**src/rtl/mul_writeback.sv**
```systemverilog
// mul_writeback -- downstream stage of the 3-cycle signed multiplier.
//
// Purpose:
//   Records per-op metadata (funct, destination tag, sign-correction term) at issue.
//   Pairs each multiplier product with its metadata in issue order.
//   Selects the RV32M result (MUL/MULH/MULHSU/MULHU) and buffers it in a result FIFO.
//   Presents each result on a valid/ready writeback port.
//   Throttles issue with a credit count so that results can never overflow the buffer.
//
// Ports:
//   clk, rst_n                 clock (rising edge), asynchronous active-low reset
//   issue_valid/funct/tag/     op issued to the multiplier this cycle
//     rs1/rs2
//   issue_ready                issue allowed this cycle
//   mul_lo/mul_hi/mul_valid    signed product from the multiplier, MUL_LAT after issue
//   flush                      kill all in-flight and buffered ops
//   wb_valid/wb_ready          writeback handshake
//   wb_tag/wb_data             writeback payload
//   proto_err                  sticky: product arrived with no matching metadata
//
// Configuration:
//   MUL_WB_BYPASS_EN  When defined, a product arriving while the result FIFO is empty is
//                     driven combinationally onto wb_* in the same cycle.
//                     When undefined, wb_* is the registered FIFO head only.

module mul_writeback #(
  parameter int unsigned TAG_W   = 6,
  parameter int unsigned DEPTH   = 4,
  parameter int unsigned MUL_LAT = 3
) (
  input  logic             clk,
  input  logic             rst_n,
  input  logic             issue_valid,
  input  logic [1:0]       issue_funct,
  input  logic [TAG_W-1:0] issue_tag,
  input  logic [31:0]      issue_rs1,
  input  logic [31:0]      issue_rs2,
  output logic             issue_ready,
  input  logic [31:0]      mul_lo,
  input  logic [31:0]      mul_hi,
  input  logic             mul_valid,
  input  logic             flush,
  output logic             wb_valid,
  input  logic             wb_ready,
  output logic [TAG_W-1:0] wb_tag,
  output logic [31:0]      wb_data,
  output logic             proto_err
);

  localparam int unsigned PW = $clog2(DEPTH);
  localparam int unsigned CW = PW + 1;

  if (DEPTH < 2 || (DEPTH & (DEPTH - 1)) != 0 || MUL_LAT == 0) begin : g_param_check
    $error("mul_writeback: DEPTH must be a power of 2 >= 2 and MUL_LAT >= 1");
  end

  // Metadata FIFO
  logic [1:0]       r_mf_funct [DEPTH];
  logic [TAG_W-1:0] r_mf_tag   [DEPTH];
  logic [31:0]      r_mf_corr  [DEPTH];
  logic [PW-1:0]    r_mf_wp, r_mf_rp;
  logic [CW-1:0]    r_mf_cnt;

  // Result FIFO
  logic [TAG_W-1:0] r_rf_tag  [DEPTH];
  logic [31:0]      r_rf_data [DEPTH];
  logic [PW-1:0]    r_rf_wp, r_rf_rp;
  logic [CW-1:0]    r_rf_cnt;

  logic [CW-1:0]    r_drop_cnt;
  logic             r_proto_err;

  logic [CW+1:0]    w_credit_used;
  logic             w_issue;
  logic [31:0]      w_corr;
  logic             w_mv_drop;
  logic             w_mv_orphan;
  logic             w_mv_take;
  logic [31:0]      w_res_data;
  logic [TAG_W-1:0] w_res_tag;
  logic             w_res_push;
  logic             w_res_pop;
  logic [CW:0]      w_pend;
  logic [CW:0]      w_flush_drop;

  always_comb begin
    w_credit_used = (CW+2)'(r_mf_cnt) + (CW+2)'(r_rf_cnt) + (CW+2)'(r_drop_cnt);
    issue_ready   = w_credit_used < (CW+2)'(DEPTH);
    w_issue       = issue_valid & issue_ready & ~flush;
  end

  // Correction turns the signed high word into the mixed/unsigned high word.
  always_comb begin
    w_corr = '0;
    case (issue_funct)
      2'b10:   w_corr = issue_rs2[31] ? issue_rs1 : '0;
      2'b11:   w_corr = (issue_rs1[31] ? issue_rs2 : '0) + (issue_rs2[31] ? issue_rs1 : '0);
      default: w_corr = '0;
    endcase
  end

  always_comb begin
    w_mv_drop   = mul_valid & (r_drop_cnt != '0);
    w_mv_orphan = mul_valid & (r_drop_cnt == '0) & (r_mf_cnt == '0);
    w_mv_take   = mul_valid & (r_drop_cnt == '0) & (r_mf_cnt != '0) & ~flush;
    w_res_tag   = r_mf_tag[r_mf_rp];
    w_res_data  = '0;
    case (r_mf_funct[r_mf_rp])
      2'b00:   w_res_data = mul_lo;
      2'b01:   w_res_data = mul_hi;
      default: w_res_data = mul_hi + r_mf_corr[r_mf_rp];
    endcase
  end

`ifdef MUL_WB_BYPASS_EN
  logic w_bypass;
  always_comb begin
    w_bypass   = w_mv_take & (r_rf_cnt == '0);
    wb_valid   = (r_rf_cnt != '0) | w_bypass;
    wb_tag     = w_bypass ? w_res_tag  : r_rf_tag[r_rf_rp];
    wb_data    = w_bypass ? w_res_data : r_rf_data[r_rf_rp];
    // A bypassed result consumed this cycle never enters the FIFO.
    w_res_push = w_mv_take & ~(w_bypass & wb_ready);
    w_res_pop  = (r_rf_cnt != '0) & wb_ready & ~flush;
  end
`else
  always_comb begin
    wb_valid   = r_rf_cnt != '0;
    wb_tag     = r_rf_tag[r_rf_rp];
    wb_data    = r_rf_data[r_rf_rp];
    w_res_push = w_mv_take;
    w_res_pop  = wb_valid & wb_ready & ~flush;
  end
`endif

  // Every op still owed by the multiplier (queued metadata plus pending drops) must be
  // discarded after a flush, less the one whose product arrives in the flush cycle itself.
  always_comb begin
    w_pend       = (CW+1)'(r_drop_cnt) + (CW+1)'(r_mf_cnt);
    w_flush_drop = (mul_valid && w_pend != '0) ? w_pend - (CW+1)'(1) : w_pend;
  end

  always_ff @(posedge clk or negedge rst_n) begin
    if (!rst_n) begin
      for (int unsigned i = 0; i < DEPTH; i++) begin
        r_mf_funct[i] <= '0;
        r_mf_tag[i]   <= '0;
        r_mf_corr[i]  <= '0;
        r_rf_tag[i]   <= '0;
        r_rf_data[i]  <= '0;
      end
      r_mf_wp     <= '0;
      r_mf_rp     <= '0;
      r_mf_cnt    <= '0;
      r_rf_wp     <= '0;
      r_rf_rp     <= '0;
      r_rf_cnt    <= '0;
      r_drop_cnt  <= '0;
      r_proto_err <= 1'b0;
    end else begin
      if (w_mv_orphan) r_proto_err <= 1'b1;
      if (flush) begin
        r_mf_wp    <= '0;
        r_mf_rp    <= '0;
        r_mf_cnt   <= '0;
        r_rf_wp    <= '0;
        r_rf_rp    <= '0;
        r_rf_cnt   <= '0;
        r_drop_cnt <= CW'(w_flush_drop);
      end else begin
        if (w_issue) begin
          r_mf_funct[r_mf_wp] <= issue_funct;
          r_mf_tag[r_mf_wp]   <= issue_tag;
          r_mf_corr[r_mf_wp]  <= w_corr;
          r_mf_wp             <= r_mf_wp + PW'(1);
        end
        if (w_mv_take) r_mf_rp <= r_mf_rp + PW'(1);
        r_mf_cnt <= r_mf_cnt + CW'(w_issue) - CW'(w_mv_take);

        if (w_res_push) begin
          r_rf_tag[r_rf_wp]  <= w_res_tag;
          r_rf_data[r_rf_wp] <= w_res_data;
          r_rf_wp            <= r_rf_wp + PW'(1);
        end
        if (w_res_pop) r_rf_rp <= r_rf_rp + PW'(1);
        r_rf_cnt <= r_rf_cnt + CW'(w_res_push) - CW'(w_res_pop);

        r_drop_cnt <= r_drop_cnt - CW'(w_mv_drop);
      end
    end
  end

  assign proto_err = r_proto_err;

endmodule
```
**config.mk**
```make
export PLATFORM = sky130hd
export DESIGN_NAME = mul_writeback
export DESIGN_NICKNAME = d
export VERILOG_FILES = /design/src/rtl/mul_writeback.sv
export SDC_FILE = /design/constraint.sdc
export NUM_CORES = 1
export LEC_CHECK = 0
export CAP_MARGIN = 20
export CORE_UTILIZATION = 35
export CTS_CLUSTER_SIZE = 20
export DETAILED_ROUTE_END_ITERATION = 7
export PLACE_DENSITY = 0.65
export RECOVER_POWER = 100
export SKIP_LAST_GASP = 1
export SYNTH_ARGS = -nofsm -noshare
export SYNTH_HDL_FRONTEND = slang
export SYNTH_SLANG_ARGS = --single-unit
```
**constraint.sdc**
```tcl
create_clock -name clk -period 4.3 [get_ports clk]
set_clock_uncertainty 0.1 [all_clocks]
set_input_delay 1.29 -clock clk [delete_from_list [all_inputs] [get_ports clk]]
set_output_delay 1.29 -clock clk [all_outputs]
set_load 0.02 [all_outputs]
```
==> run_results.csv <==
group,metric,value,unit
clocking,cts_tree,"built",
synthesis,ys_seq_elements,330,
global_routing,antenna_found_initial,1,
synthesis,async_reset_ff_share,100,%
clocking,cts_root_buffer,"clkbuf_16",
hold_path,hold_depth,1,
synthesis,syn_area_per_cell,10.0,um^2
cells_and_area,layout_commonest_cell,"nand2_1",
clocking,clock_latency,530,ps
global_routing,track_usage,19.7,%
sta,fin_crit_sh,97.3,%
floorplanning,core-area,0.0553,mm^2
critical_path,rr_worst_depth,14,
synthesis,netlist_area,0.0197,mm^2
place,postPlaceCellArea,0.0240,mm^2
floorplanning,die_w,239,um
synthesis,synth_edf_count,0,
detailed_routing,post-route-drc-count,0,
power,ir_drop,0.275,mV
floorplanning,die_h,239,um
sta,clock.fmax,239,MHz
place,routabilityCongestion,0.874,
detailed_routing,drt_wl_total,56.2,mm
flow_run,cap_violations,1,
global_routing,gr-total-overflow,0,
cells_and_area,area_growth,27.2,%
power,power_leakage,11.6,nW
synthesis,synth_ff_type,"dfrtp_1",
run_status,violations,"max-capacitance violations, max-slew violations",
place,io_buffer_count,182,
place,hpwl,42.5,mm
sta,setup_slack,117,ps
detailed_routing,vias_per_cell,5.24,
clocking,clock-sinks,330,
place,place_ws,-520,ps
critical_path,cp_data_arrival_time,2790,ps
floorplanning,start_util,35.6,%
sta,tns,0,ps
global_routing,grt_pass1_vias,16800,
detailed_routing,route.vias.total,16300,
detailed_routing,drtIter0Drc,1027,
critical_path,end_kind,"output port",
sta,setup_violations,0,
sta,tightest_slew,3030,ps
clocking,cts_buffer_depth,3,
synthesis,synth_warnings,0,
sta,final_max_slew_viol_count,113,
detailed_routing,wl_per_cell,18.1,um
sta,rsz0062_at_grt,"no",
sta,hold_violations,0,
cells_and_area,mostFrequentLayoutCells,"nand2_1, dfrtp_1, buf_4",
synthesis,synth_cell_types,72,
clocking,cts_buffers,36,
sta,fin_crit,4180,ps
floorplanning,fp-row-count,86,
floorplanning,ioPinCount,183,
synthesis,syn_nets,2197,
clocking,htree_levels,2,
place,dp_cells,3033,
clocking,clk_pin_slew_worst_paths,60,ps
sta,relSlewSlack,-102,%
critical_path,worstPathMaxFanout,2,
hold_path,hold_path_class,"flop to flop",
critical_path,timing_worst_setup_path_type,"flop to output port",
cells_and_area,fin_area,0.0250,mm^2
synthesis,synth-seq-area-share,42.0,%
floorplanning,dieArea,0.0571,mm^2
critical_path,startpoint_type,"flop",
critical_path,cp.required,2910,ps
synthesis,syn-instance-count,1965,
cells_and_area,finalNonFillerCells,3099,
run_status,status,"finished, violations left",
power,p_per_area,496,mW/mm^2
cells_and_area,drive_above_1_share,22.0,%
power,p_total,12.4,mW
detailed_routing,ant_nets,0,
cells_and_area,layout.nets,2557,
global_routing,grt_max_degree,115,
global_routing,grt_first_pass_wirelength,89.6,mm
detailed_routing,firstDrtPassIters,5,
-- cell usage after synthesis (7+ instances only) --
cell type,count,area share [%]
nand2_1,341,6.5
dfrtp_1,330,42
o21ai_0,171,4.4
mux2_2,106,6.1
a21oi_1,103,2.6
nor2_1,92,1.8
clkbuf_1,85,1.6
ha_1,82,5.2
mux4_2,77,8.8
and2_1,71,2.3
mux2i_1,52,2.6
inv_1,44,0.84
nor3_1,42,1.1
xnor2_1,38,1.7
o31ai_1,33,1.3
a21o_1,30,1.1
a31oi_1,27,0.86
buf_2,20,0.51
a211oi_1,16,0.61
o21bai_1,16,0.61
nand3_1,15,0.38
xor2_1,15,0.67
buf_1,13,0.25
and3_1,12,0.38
nor2b_1,10,0.32
nand4_1,9,0.29
o211ai_1,9,0.34
fa_1,8,0.81
nand2b_1,8,0.25
o21a_1,7,0.27
-- power by group --
group	switching (mW)	leakage, nW	internal (mW)
combinational	2.91	6.51	2.44
sequential	0.344	4.52	3.67
clock	1.25	0.572	1.80
total	4.50	11.6	7.92
-- worst max-delay path, cell delays in order, from the launching register on --
cell	delay (ps)
dfrtp_1	400
inv_2	90
fa_1	450
or2_2	330
fa_1	440
nor2_1	110
o311a_1	190
o21a_1	130
buf_4	130
-- flip-flops by register name, summed over array words and instances, names as in the netlist, 3 cells and up --
name and flops:
r_rf_tag 24, r_mf_funct 8, r_mf_corr 128, r_mf_cnt 3, r_drop_cnt 3, r_rf_data 128, r_rf_cnt 3, r_mf_tag 24
-- repair_timing --
action,in CTS,in global routing
buffers inserted,2,0
setup endpoints to repair,2,61
resized for setup,6,19
hold buffers,0,0
pin swaps,0,5
-- per-layer routing --
layer | wire length (um) | vias up | GRT usage [%]
li1 | - | 7741 | -
met1 | 25900 | 8028 | 27.8
met2 | 26200 | 430 | 32.1
met3 | 3160 | 55 | 2.88
met4 | 902 | 0 | 4.08
met5 | 0 | - | 0
-- through the flow --
step	hold WS [ps]	utilization, %
2_1_floorplan	340	-
5_1_grt	385	45.2
6_report	369	45.2
4_1_cts	376	45.6
3_5_place_dp	358	43.5
3_3_place_gp	352	43.5
-- logic make-up after synthesis --
kind of cell               synth area share, %
adders and majority gates                 6.03
muxes                                     17.8
AOI/OAI and AO/OA                         14.4
xor gates and xnor gates                  2.36
and+or+nand+nor                           14.1
DFF                                       42.0
buffers and inverters                     3.37
-- path summary, 6_finish.rpt --
| check | start | end | slack, ps |
|---|---|---|---|
| max | r_rf_cnt[1] | issue_ready | 120 |
| max reg2reg | r_rf_cnt[1] | r_mf_corr[126] | 200 |
| min | proto_err | proto_err | 370 |
| max in group asynchronous | rst_n | r_rf_data[4] | 660 |
| min in group asynchronous | rst_n | r_rf_data[69] | 1650 |
| min reg2reg | proto_err | proto_err | 370 |
-- layout make-up --
class	count	area [um^2]
Multi-Input combinational cell	1470	10800
Timing Repair Buffer	442	3670
Sequential cell	330	8270
Antenna cell	1	2.50
Clock inverter	13	128
Inverter	45	169
Clock buffer	50	1030
Tap cell	748	936
Fill cell	5263	30300
Power figures use the tool's default switching activity.
